File: src/rtl/r4mdc_pkg.sv
// Shared types and helpers for the R4MDC FFT stage sequencer.
package r4mdc_pkg;

    localparam int unsigned MAX_STAGES = 8;

    typedef enum logic [1:0] {
        IDLE,
        FILL,
        DRAIN
    } state_e;

    // n low-order ones, never more than width bits set
    function automatic logic [MAX_STAGES-1:0] therm(input int unsigned n, input int unsigned width);
        logic [MAX_STAGES-1:0] r;
        r = '0;
        for (int unsigned i = 0; i < MAX_STAGES; i++) begin
            r[i] = (i < n) && (i < width);
        end
        return r;
    endfunction

endpackage

File: src/rtl/r4mdc_stage_sequencer_if.sv
// Control/status bundle between the R4MDC sequencer and its pipeline stages.
interface r4mdc_stage_sequencer_if #(
    parameter int unsigned NUM_STAGES = 2
);
    logic                  start;
    logic                  abort;
    logic [NUM_STAGES-1:0] stage_valid;
    logic [NUM_STAGES-1:0] enable;
    logic [2:0]            stage_idx;
    logic                  busy;
    logic                  done;
    logic                  error;

    // Environment side: issues start/abort, reports butterfly valids
    modport master (
        output start, abort, stage_valid,
        input  enable, stage_idx, busy, done, error
    );

    // Sequencer side
    modport slave (
        input  start, abort, stage_valid,
        output enable, stage_idx, busy, done, error
    );
endinterface

File: src/rtl/r4mdc_cycle_counter.sv
// Saturating up-counter with synchronous clear; holds once it reaches terminal.
module r4mdc_cycle_counter #(
    parameter int unsigned WIDTH = 4
) (
    input  logic             clk,
    input  logic             rst_n,
    input  logic             clr,
    input  logic             en,
    input  logic [WIDTH-1:0] terminal,
    output logic [WIDTH-1:0] count
);
    logic [WIDTH-1:0] count_q, count_d;

    // Clear wins over increment; stop at terminal so the count never wraps
    always_comb begin
        count_d = count_q;
        if (clr) begin
            count_d = '0;
        end else if (en && (count_q != terminal)) begin
            count_d = count_q + 1'b1;
        end
    end

    // Count register
    always_ff @(posedge clk or negedge rst_n) begin
        if (!rst_n) begin
            count_q <= '0;
        end else begin
            count_q <= count_d;
        end
    end

    assign count = count_q;
endmodule

File: src/rtl/r4mdc_stage_sequencer.sv
// Brings R4MDC FFT stages online one at a time, drains the pipeline, flags frame done.
// NUM_STAGES legal 1..8, DRAIN_LEN legal 1..65535, TIMEOUT=0 disables the watchdog.
module r4mdc_stage_sequencer
    import r4mdc_pkg::*;
#(
    parameter int unsigned NUM_STAGES = 2,
    parameter int unsigned DRAIN_LEN  = 16,
    parameter int unsigned TIMEOUT    = 0,
    parameter int unsigned CONTINUOUS = 0
) (
    input logic                    clk,
    input logic                    rst_n,
    r4mdc_stage_sequencer_if.slave bus
);
    localparam int unsigned          DRAIN_W    = $clog2(DRAIN_LEN + 1);
    localparam bit                   WD_ON      = (TIMEOUT != 0);
    localparam int unsigned          WD_W       = WD_ON ? $clog2(TIMEOUT + 1) : 1;
    localparam logic [DRAIN_W-1:0]   DRAIN_LAST = DRAIN_W'(DRAIN_LEN - 1);
    localparam logic [WD_W-1:0]      WD_LAST    = WD_ON ? WD_W'(TIMEOUT - 1) : '0;
    localparam logic [2:0]           LAST_STAGE = 3'(NUM_STAGES - 1);

    state_e                  state_q, state_d;
    logic [2:0]              stage_q, stage_d;
    logic [NUM_STAGES-1:0]   enable_q, enable_d;
    logic [2:0]              stage_idx_q, stage_idx_d;
    logic                    busy_q, busy_d;
    logic                    done_q, done_d;
    logic                    error_q, error_d;

    logic                    drain_clr, drain_en;
    logic [DRAIN_W-1:0]      drain_cnt;
    logic                    wd_clr, wd_en;
    logic [WD_W-1:0]         wd_cnt;
    logic [MAX_STAGES-1:0]   valid_pad;
    logic [MAX_STAGES-1:0]   therm_v;
    logic                    cur_valid, drain_last, wd_expire;

    r4mdc_cycle_counter #(.WIDTH(DRAIN_W)) u_drain_cnt (
        .clk      (clk),
        .rst_n    (rst_n),
        .clr      (drain_clr),
        .en       (drain_en),
        .terminal (DRAIN_LAST),
        .count    (drain_cnt)
    );

    if (WD_ON) begin : g_wd
        r4mdc_cycle_counter #(.WIDTH(WD_W)) u_wd_cnt (
            .clk      (clk),
            .rst_n    (rst_n),
            .clr      (wd_clr),
            .en       (wd_en),
            .terminal (WD_LAST),
            .count    (wd_cnt)
        );
    end else begin : g_no_wd
        logic unused_wd;
        assign unused_wd = wd_clr ^ wd_en;
        assign wd_cnt    = '0;
    end

    // Only the awaited stage's valid bit matters; pad so a 3-bit index is always legal
    always_comb begin
        valid_pad                   = '0;
        valid_pad[NUM_STAGES-1:0]   = bus.stage_valid;
        cur_valid                   = valid_pad[stage_q];
        drain_last                  = (drain_cnt == DRAIN_LAST);
        wd_expire                   = WD_ON && (wd_cnt == WD_LAST);
    end

    // Next state and counter control; abort > watchdog > valid/drain end > start
    always_comb begin
        state_d   = state_q;
        stage_d   = stage_q;
        drain_clr = 1'b0;
        drain_en  = 1'b0;
        wd_clr    = 1'b0;
        wd_en     = 1'b0;
        done_d    = 1'b0;
        error_d   = 1'b0;
        if (bus.abort) begin
            state_d   = IDLE;
            stage_d   = '0;
            drain_clr = 1'b1;
            wd_clr    = 1'b1;
        end else begin
            unique case (state_q)
                IDLE: begin
                    stage_d   = '0;
                    drain_clr = 1'b1;
                    wd_clr    = 1'b1;
                    if (bus.start) state_d = FILL;
                end
                FILL: begin
                    wd_en = 1'b1;
                    if (wd_expire) begin
                        error_d = 1'b1;
                        state_d = IDLE;
                        stage_d = '0;
                        wd_clr  = 1'b1;
                    end else if (cur_valid) begin
                        wd_clr = 1'b1;
                        if (stage_q == LAST_STAGE) begin
                            state_d   = DRAIN;
                            stage_d   = '0;
                            drain_clr = 1'b1;
                        end else begin
                            stage_d = stage_q + 3'd1;
                        end
                    end
                end
                DRAIN: begin
                    drain_en = 1'b1;
                    if (drain_last) begin
                        done_d    = 1'b1;
                        drain_clr = 1'b1;
                        // Continuous mode re-arms the drain with enables held
                        if (!((CONTINUOUS != 0) && bus.start)) state_d = IDLE;
                    end
                end
                default: state_d = IDLE;
            endcase
        end
    end

    // Registered outputs derived from the next state so they line up with it
    always_comb begin
        therm_v     = therm(32'(stage_d) + 32'd1, NUM_STAGES);
        enable_d    = '0;
        stage_idx_d = '0;
        busy_d      = (state_d != IDLE);
        if (state_d == FILL) begin
            enable_d    = therm_v[NUM_STAGES-1:0];
            stage_idx_d = stage_d;
        end else if (state_d == DRAIN) begin
            enable_d = '1;
        end
    end

    // State and output registers
    always_ff @(posedge clk or negedge rst_n) begin
        if (!rst_n) begin
            state_q     <= IDLE;
            stage_q     <= '0;
            enable_q    <= '0;
            stage_idx_q <= '0;
            busy_q      <= 1'b0;
            done_q      <= 1'b0;
            error_q     <= 1'b0;
        end else begin
            state_q     <= state_d;
            stage_q     <= stage_d;
            enable_q    <= enable_d;
            stage_idx_q <= stage_idx_d;
            busy_q      <= busy_d;
            done_q      <= done_d;
            error_q     <= error_d;
        end
    end

    assign bus.enable    = enable_q;
    assign bus.stage_idx = stage_idx_q;
    assign bus.busy      = busy_q;
    assign bus.done      = done_q;
    assign bus.error     = error_q;
endmodule

File: src/flat_wrapper.sv
// flat-port wrapper written by rule: the top's interface ports become plain ports
module r4mdc_stage_sequencer_flat import r4mdc_pkg::*;
#(
    parameter int unsigned NUM_STAGES = 2,
    parameter int unsigned DRAIN_LEN  = 16,
    parameter int unsigned TIMEOUT    = 0,
    parameter int unsigned CONTINUOUS = 0
)
  (clk, rst_n, bus_start, bus_abort, bus_stage_valid, bus_enable, bus_stage_idx, bus_busy, bus_done, bus_error);
  r4mdc_stage_sequencer_if #(.NUM_STAGES(NUM_STAGES)) bus_i ();
  input logic clk;
  input logic rst_n;
  input wire logic [$bits(bus_i.start)-1:0] bus_start;
  input wire logic [$bits(bus_i.abort)-1:0] bus_abort;
  input wire logic [$bits(bus_i.stage_valid)-1:0] bus_stage_valid;
  output wire logic [$bits(bus_i.enable)-1:0] bus_enable;
  output wire logic [$bits(bus_i.stage_idx)-1:0] bus_stage_idx;
  output wire logic [$bits(bus_i.busy)-1:0] bus_busy;
  output wire logic [$bits(bus_i.done)-1:0] bus_done;
  output wire logic [$bits(bus_i.error)-1:0] bus_error;
  assign bus_i.start = bus_start;
  assign bus_i.abort = bus_abort;
  assign bus_i.stage_valid = bus_stage_valid;
  assign bus_enable = bus_i.enable;
  assign bus_stage_idx = bus_i.stage_idx;
  assign bus_busy = bus_i.busy;
  assign bus_done = bus_i.done;
  assign bus_error = bus_i.error;
  r4mdc_stage_sequencer #(.NUM_STAGES(NUM_STAGES), .DRAIN_LEN(DRAIN_LEN), .TIMEOUT(TIMEOUT), .CONTINUOUS(CONTINUOUS)) u_core (.clk(clk), .rst_n(rst_n), .bus(bus_i));
endmodule
File: config.mk
export PLATFORM = sky130hd
export DESIGN_NAME = r4mdc_stage_sequencer_flat
export DESIGN_NICKNAME = d
export VERILOG_FILES = /design/src/rtl/r4mdc_pkg.sv /design/src/rtl/r4mdc_stage_sequencer_if.sv /design/src/rtl/r4mdc_cycle_counter.sv /design/src/rtl/r4mdc_stage_sequencer.sv /design/src/flat_wrapper.sv
export SDC_FILE = /design/constraint.sdc
export NUM_CORES = 1
export LEC_CHECK = 0
export ABC_AREA = 1
export CORE_UTILIZATION = 43
export CTS_BUF_LIST = sky130_fd_sc_hd__clkbuf_4
export DETAILED_ROUTE_END_ITERATION = 6
export PLACE_DENSITY = 0.64
export SLEW_MARGIN = 0
export SYNTH_ARGS = -nofsm -noshare
export SYNTH_HDL_FRONTEND = slang
export SYNTH_SLANG_ARGS = --single-unit
File: constraint.sdc
create_clock -name clk -period 2.2 [get_ports clk]
set_input_delay 0.22 -clock clk [delete_from_list [all_inputs] [get_ports clk]]
set_output_delay 0.22 -clock clk [all_outputs]
set_load 0.02 [all_outputs]
# Yosys cells after proc, flatten, opt, wreduce, memory -nomap -nowiden
# Index checks and enable logic that the tools add are counted.
# word_totals
register_bits	17
inputBits	6
out_inout_bits	8
elab_cells	50
# op_classes
n_mux	26
addsub	3
n_lt_le_gt_ge	3
eq_ne	7
reduce_logical	4
# op_table
op	count
$lt A1 B32 Y1 const A	2
$mux W2	7
$mux W3	4
$mux W5	2
$mux W1	9
$pmux W2 S3	1
$pmux W3 S2	1
$add A5 B1 Y5 const B	1
$eq A5 B4 Y1 const B	1
$ne A5 B4 Y1 const B	1
$add A3 B1 Y4 const B	1
$eq A2 B1 Y1 const B	2
$eq A2 B2 Y1 const B	2
$lt A3 B4 Y1 const B	1
$reduce_bool A2 Y1	2
$add A3 B1 Y3 const B	1
$bmux W1 S3	1
$eq A3 B1 Y1 const B	1
$pmux W1 S3	1
$logic_not A2 Y1	1
$logic_and A1 B1 Y1	1

# Depth between registers and ports, before layout
# logic_depth
word_depth	8
ltp_mapped	15
ltp_nobuf	15

# Cells and area by module
# Synthesis repeated with hierarchy kept, for this count alone.
# hier_totals
hier_cells	124
hier_area_um2	978.4
# modules_own_cells
module	area_per_inst_um2	n_inst	cells_per_inst
r4mdc_stage_sequencer	583.1	1	72
r4mdc_cycle_counter	395.4	1	52

# Worst setup path after synthesis
# Ideal clock, no wire load.
# synth_timing
path_type	register to register
from	register u_core.u_drain_cnt.count_q[0] (netlist: u_core.u_drain_cnt.count[0])
to	register u_core.enable_q[1] (netlist: u_core.bus.enable[1])
setup_ns	0.116
period_less_slack_ns	1.695
setup_slack_ns	0.505
arrival_time_ns	1.579
t_required_ns	2.084
path_stages_with_launch	13
n_path_buf	0
cell_sequence	dfrtp_1 > ha_1 > nand2_1 > nor2_1 > ha_1 > inv_1 > nand2_2 > inv_1 > o21ai_1 > ha_1 > inv_1 > nand2_1 > nand2_1
# synth_via
elab_chain_cells	7
elab_cells_between_ends	8
classes_between	eq/ne (3); mux (5)
# synth_lines
element	line	rtl
start, declared	r4mdc_cycle_counter.sv:12	logic [WIDTH-1:0] count_q, count_d;
start signal, assigned	r4mdc_cycle_counter.sv:29	count_q <= count_d;
$eq A5 B4 Y1 (*)	r4mdc_stage_sequencer.sv:67	drain_last = (drain_cnt == DRAIN_LAST);
$mux W2 (*)	r4mdc_stage_sequencer.sv:114	if (drain_last) begin
$pmux W2 S3 (*)	r4mdc_stage_sequencer.sv:87	unique case (state_q)
$mux W2 (*)	r4mdc_stage_sequencer.sv:81	if (bus.abort) begin
$eq A2 B2 Y1	r4mdc_stage_sequencer.sv:135	end else if (state_d == DRAIN) begin
$mux W2	r4mdc_stage_sequencer.sv:135	
$mux W2 (*)	r4mdc_stage_sequencer.sv:132	if (state_d == FILL) begin
named net u_core.enable_d[1]	r4mdc_stage_sequencer.sv:24	logic [NUM_STAGES-1:0] enable_q, enable_d;
end signal, assigned	r4mdc_stage_sequencer.sv:153	enable_q <= enable_d;
end, declared	r4mdc_stage_sequencer.sv:24	
# The timed path passes the listed nets; every way through them passes the cells marked *.
# A chain may end at the register's enable or synchronous reset.

# Final worst setup path
# Same ends and word-level chain as after synthesis.

==> metrics.cfg <==
[yosys]
postSynthCellCount=100
synth-seq-area-share=0.498
syn_nets=112
synth_area_leaders=dfrtp_1 (50%), inv_1 (9.2%), ha_1 (8.8%)
yosys.area.top_type=dfrtp_1
netlist_area_um2=855
ys_seq_elements=17
ys_types=22
synth_top_area_share=0.498
yosys_warnings=0
syn_area_per_cell_um2=8.55

[route]
postRouteWirelength_mm=1.48
detail-route-antenna-nets=0
vias=637
drt_first_pass_iters=4
viasPerCell=4.55
drt_iter0_markers=10
drcViolationCount=0
wl_per_cell_um=10.6

[worst_setup_path]
regToRegStartpoint=u_core.u_drain_cnt.count[0]
crit_chain=ha_1 > nand2_1 > nor2_1 > ha_1 > inv_1 > nand2_2 > inv_1 > o21ai_1 > ha_1 > inv_1 > nand2_1 > nand2_1
rr_worst_depth=12
regToRegEndpoint=u_core.bus.enable[1]
endpoint_kind=flip-flop
critPathRequiredTime_ns=2.38
slowest_delay_ns=0.39
crit_path_top_delay_cell=dfrtp_1
arrival_ns=2.13
worst-path-buf-inv=3
path_max_fanout=7
reg2reg_slack_ns=0.25
worst_setup_path_start_kind=flip-flop
worst-setup-path-type=flip-flop to flip-flop
crit_family=adder cells

[cells_and_area]
fin_area_um2=1030
fin_util=0.569
drive_gt1_frac=0.0957
nets=128
area_growth_pct=20.1
fin_cells=140
diodes=0

[die]
core_area_um2=1800
num_rows=15
pin_count=14
fp.dieArea_um2=2170
die_height_um=46.6
start_util=0.474
die_w_um=46.6

[pwr]
vdd_drop_max_uv=416
power_density_nw_per_um2=540
p_leak_nw=0.541
p_total_mw=0.554

[clocking]
path_clk_slew_ns=0.10
clock_latency_ns=0.29
cts_tree=done
clock_path_buffers=2
cts_setup_buffers=0
cts_buffers=3
post_cts_resized=0
hold_buffers=0
cts-root-buf=clkbuf_4
htreeDepth=1
clkSinkCount=17

[grt]
grt_pass1_wl_mm=2.45
grt_usage=0.165
grt_pass1_vias=601
grt_overflow=0
grt_max_degree=18
antenna_found_initial=0

[timing]
setup_viol=0
finalCritPeriodShare=0.885
period_needed_ns=1.95
layout_setup_ws_ns=0.253
slew-limit-headroom=0.495
finClkSkew_ns=0.00635
finalHoldViolations=0
drv_slew=0
whs_ns=0.370
rsz0062_at_grt=no
fmaxAchievable_mhz=514
worstMarginPinSlew_ns=0.755
setup_tns_ns=0

[place]
placed_cell_area_um2=998
dp_hpwl_mm=1.17
dp_slack_ns=0.266
io_buffers=12
dp.cells=136
place_congestion=0.766

[run]
cap_viol_max_count=0

[status]
status=completed

[hold_path]
min_path_type=primary input to asynchronous set/reset pin

==> cell usage in the layout, fill, tap and decap left out, types with 2 or more instances in the layout <==
master	n
a21oi_1	4
clkbuf_4	3
clkdlybuf4s50_1	12
dfrtp_1	17
ha_1	6
inv_1	21
nand2_1	17
nand2_2	2
nand3_1	7
nor2_1	10
nor3_1	3
==> metal layers <==
| layer | GRT usage | routed length, um | vias up |
|---|---|---|---|
| li1 | - | - | 331 |
| met1 | 0.200 | 687 | 296 |
| met2 | 0.278 | 738 | 8 |
| met3 | 0.0235 | 45 | 2 |
| met4 | 0.0882 | 10 | 0 |
| met5 | 0 | 0 | - |
==> sequential cells by signal (all words and copies together), names as in the netlist <==
register,flops
u_core.u_drain_cnt.count,5
u_core.bus.stage_idx,3
u_core.stage_q,3
u_core.bus.enable,2
u_core.state_q,2
u_core.bus.busy,1
u_core.bus.done,1
==> worst reg2reg max path: stages, from the launching register on <==
cell	delay, ns
dfrtp_1	0.39
ha_1	0.18
nand2_1	0.05
nor2_1	0.10
ha_1	0.19
inv_1	0.07
nand2_2	0.13
inv_1	0.07
o21ai_1	0.23
ha_1	0.22
inv_1	0.09
nand2_1	0.07
nand2_1	0.04
==> where the power goes <==
part           total [mW]  switching, mW  internal [mW]
clock network       0.163         0.0952         0.0675
logic              0.0652         0.0386         0.0266
registers           0.326        0.00584          0.320
==> area by class of cell <==
| cell class | instances | area [um2] |
|---|---|---|
| clock buffer | 3 | 22.5 |
| clock inverter | 1 | 5.00 |
| fill | 186 | 776 |
| inverter | 22 | 82.6 |
| multi-input combinational | 60 | 339 |
| sequential | 17 | 425 |
| tap | 25 | 31.3 |
| timing repair buffer | 12 | 120 |
==> Yosys cell counts (all sizes together) <==
cell type	count
inv	22
nand2	19
dfrtp	17
nor2	12
nand3	8
ha	6
a21oi	4
nor3	3
o21ai	2
buf	1
conb	1
nand4	1
nor4	1
o21a	1
or2	1
xor2	1
==> worst max path at each step <==
stage                                start              endpoint  cells past startpoint  slack, ns
3_5_place_dp   u_core.u_drain_cnt.count[0]  u_core.bus.enable[1]                     12       0.27
2_1_floorplan  u_core.u_drain_cnt.count[0]  u_core.bus.enable[1]                     12       0.50
5_1_grt        u_core.u_drain_cnt.count[0]  u_core.bus.enable[1]                     12       0.04
6_report       u_core.u_drain_cnt.count[0]  u_core.bus.enable[1]                     12       0.25
4_1_cts        u_core.u_drain_cnt.count[0]  u_core.bus.enable[1]                     12       0.22
3_3_place_gp   u_core.u_drain_cnt.count[0]  u_core.bus.enable[1]                     12       0.30
==> cells by family after synthesis <==
kind of cell    synth area share
flops                      0.498
compound gates            0.0483
fa+ha+maj                 0.0878
simple gates               0.246
xor+xnor                  0.0103
other cells              0.00439
buf+inv                    0.105
(Power assumes the default switching activity.)
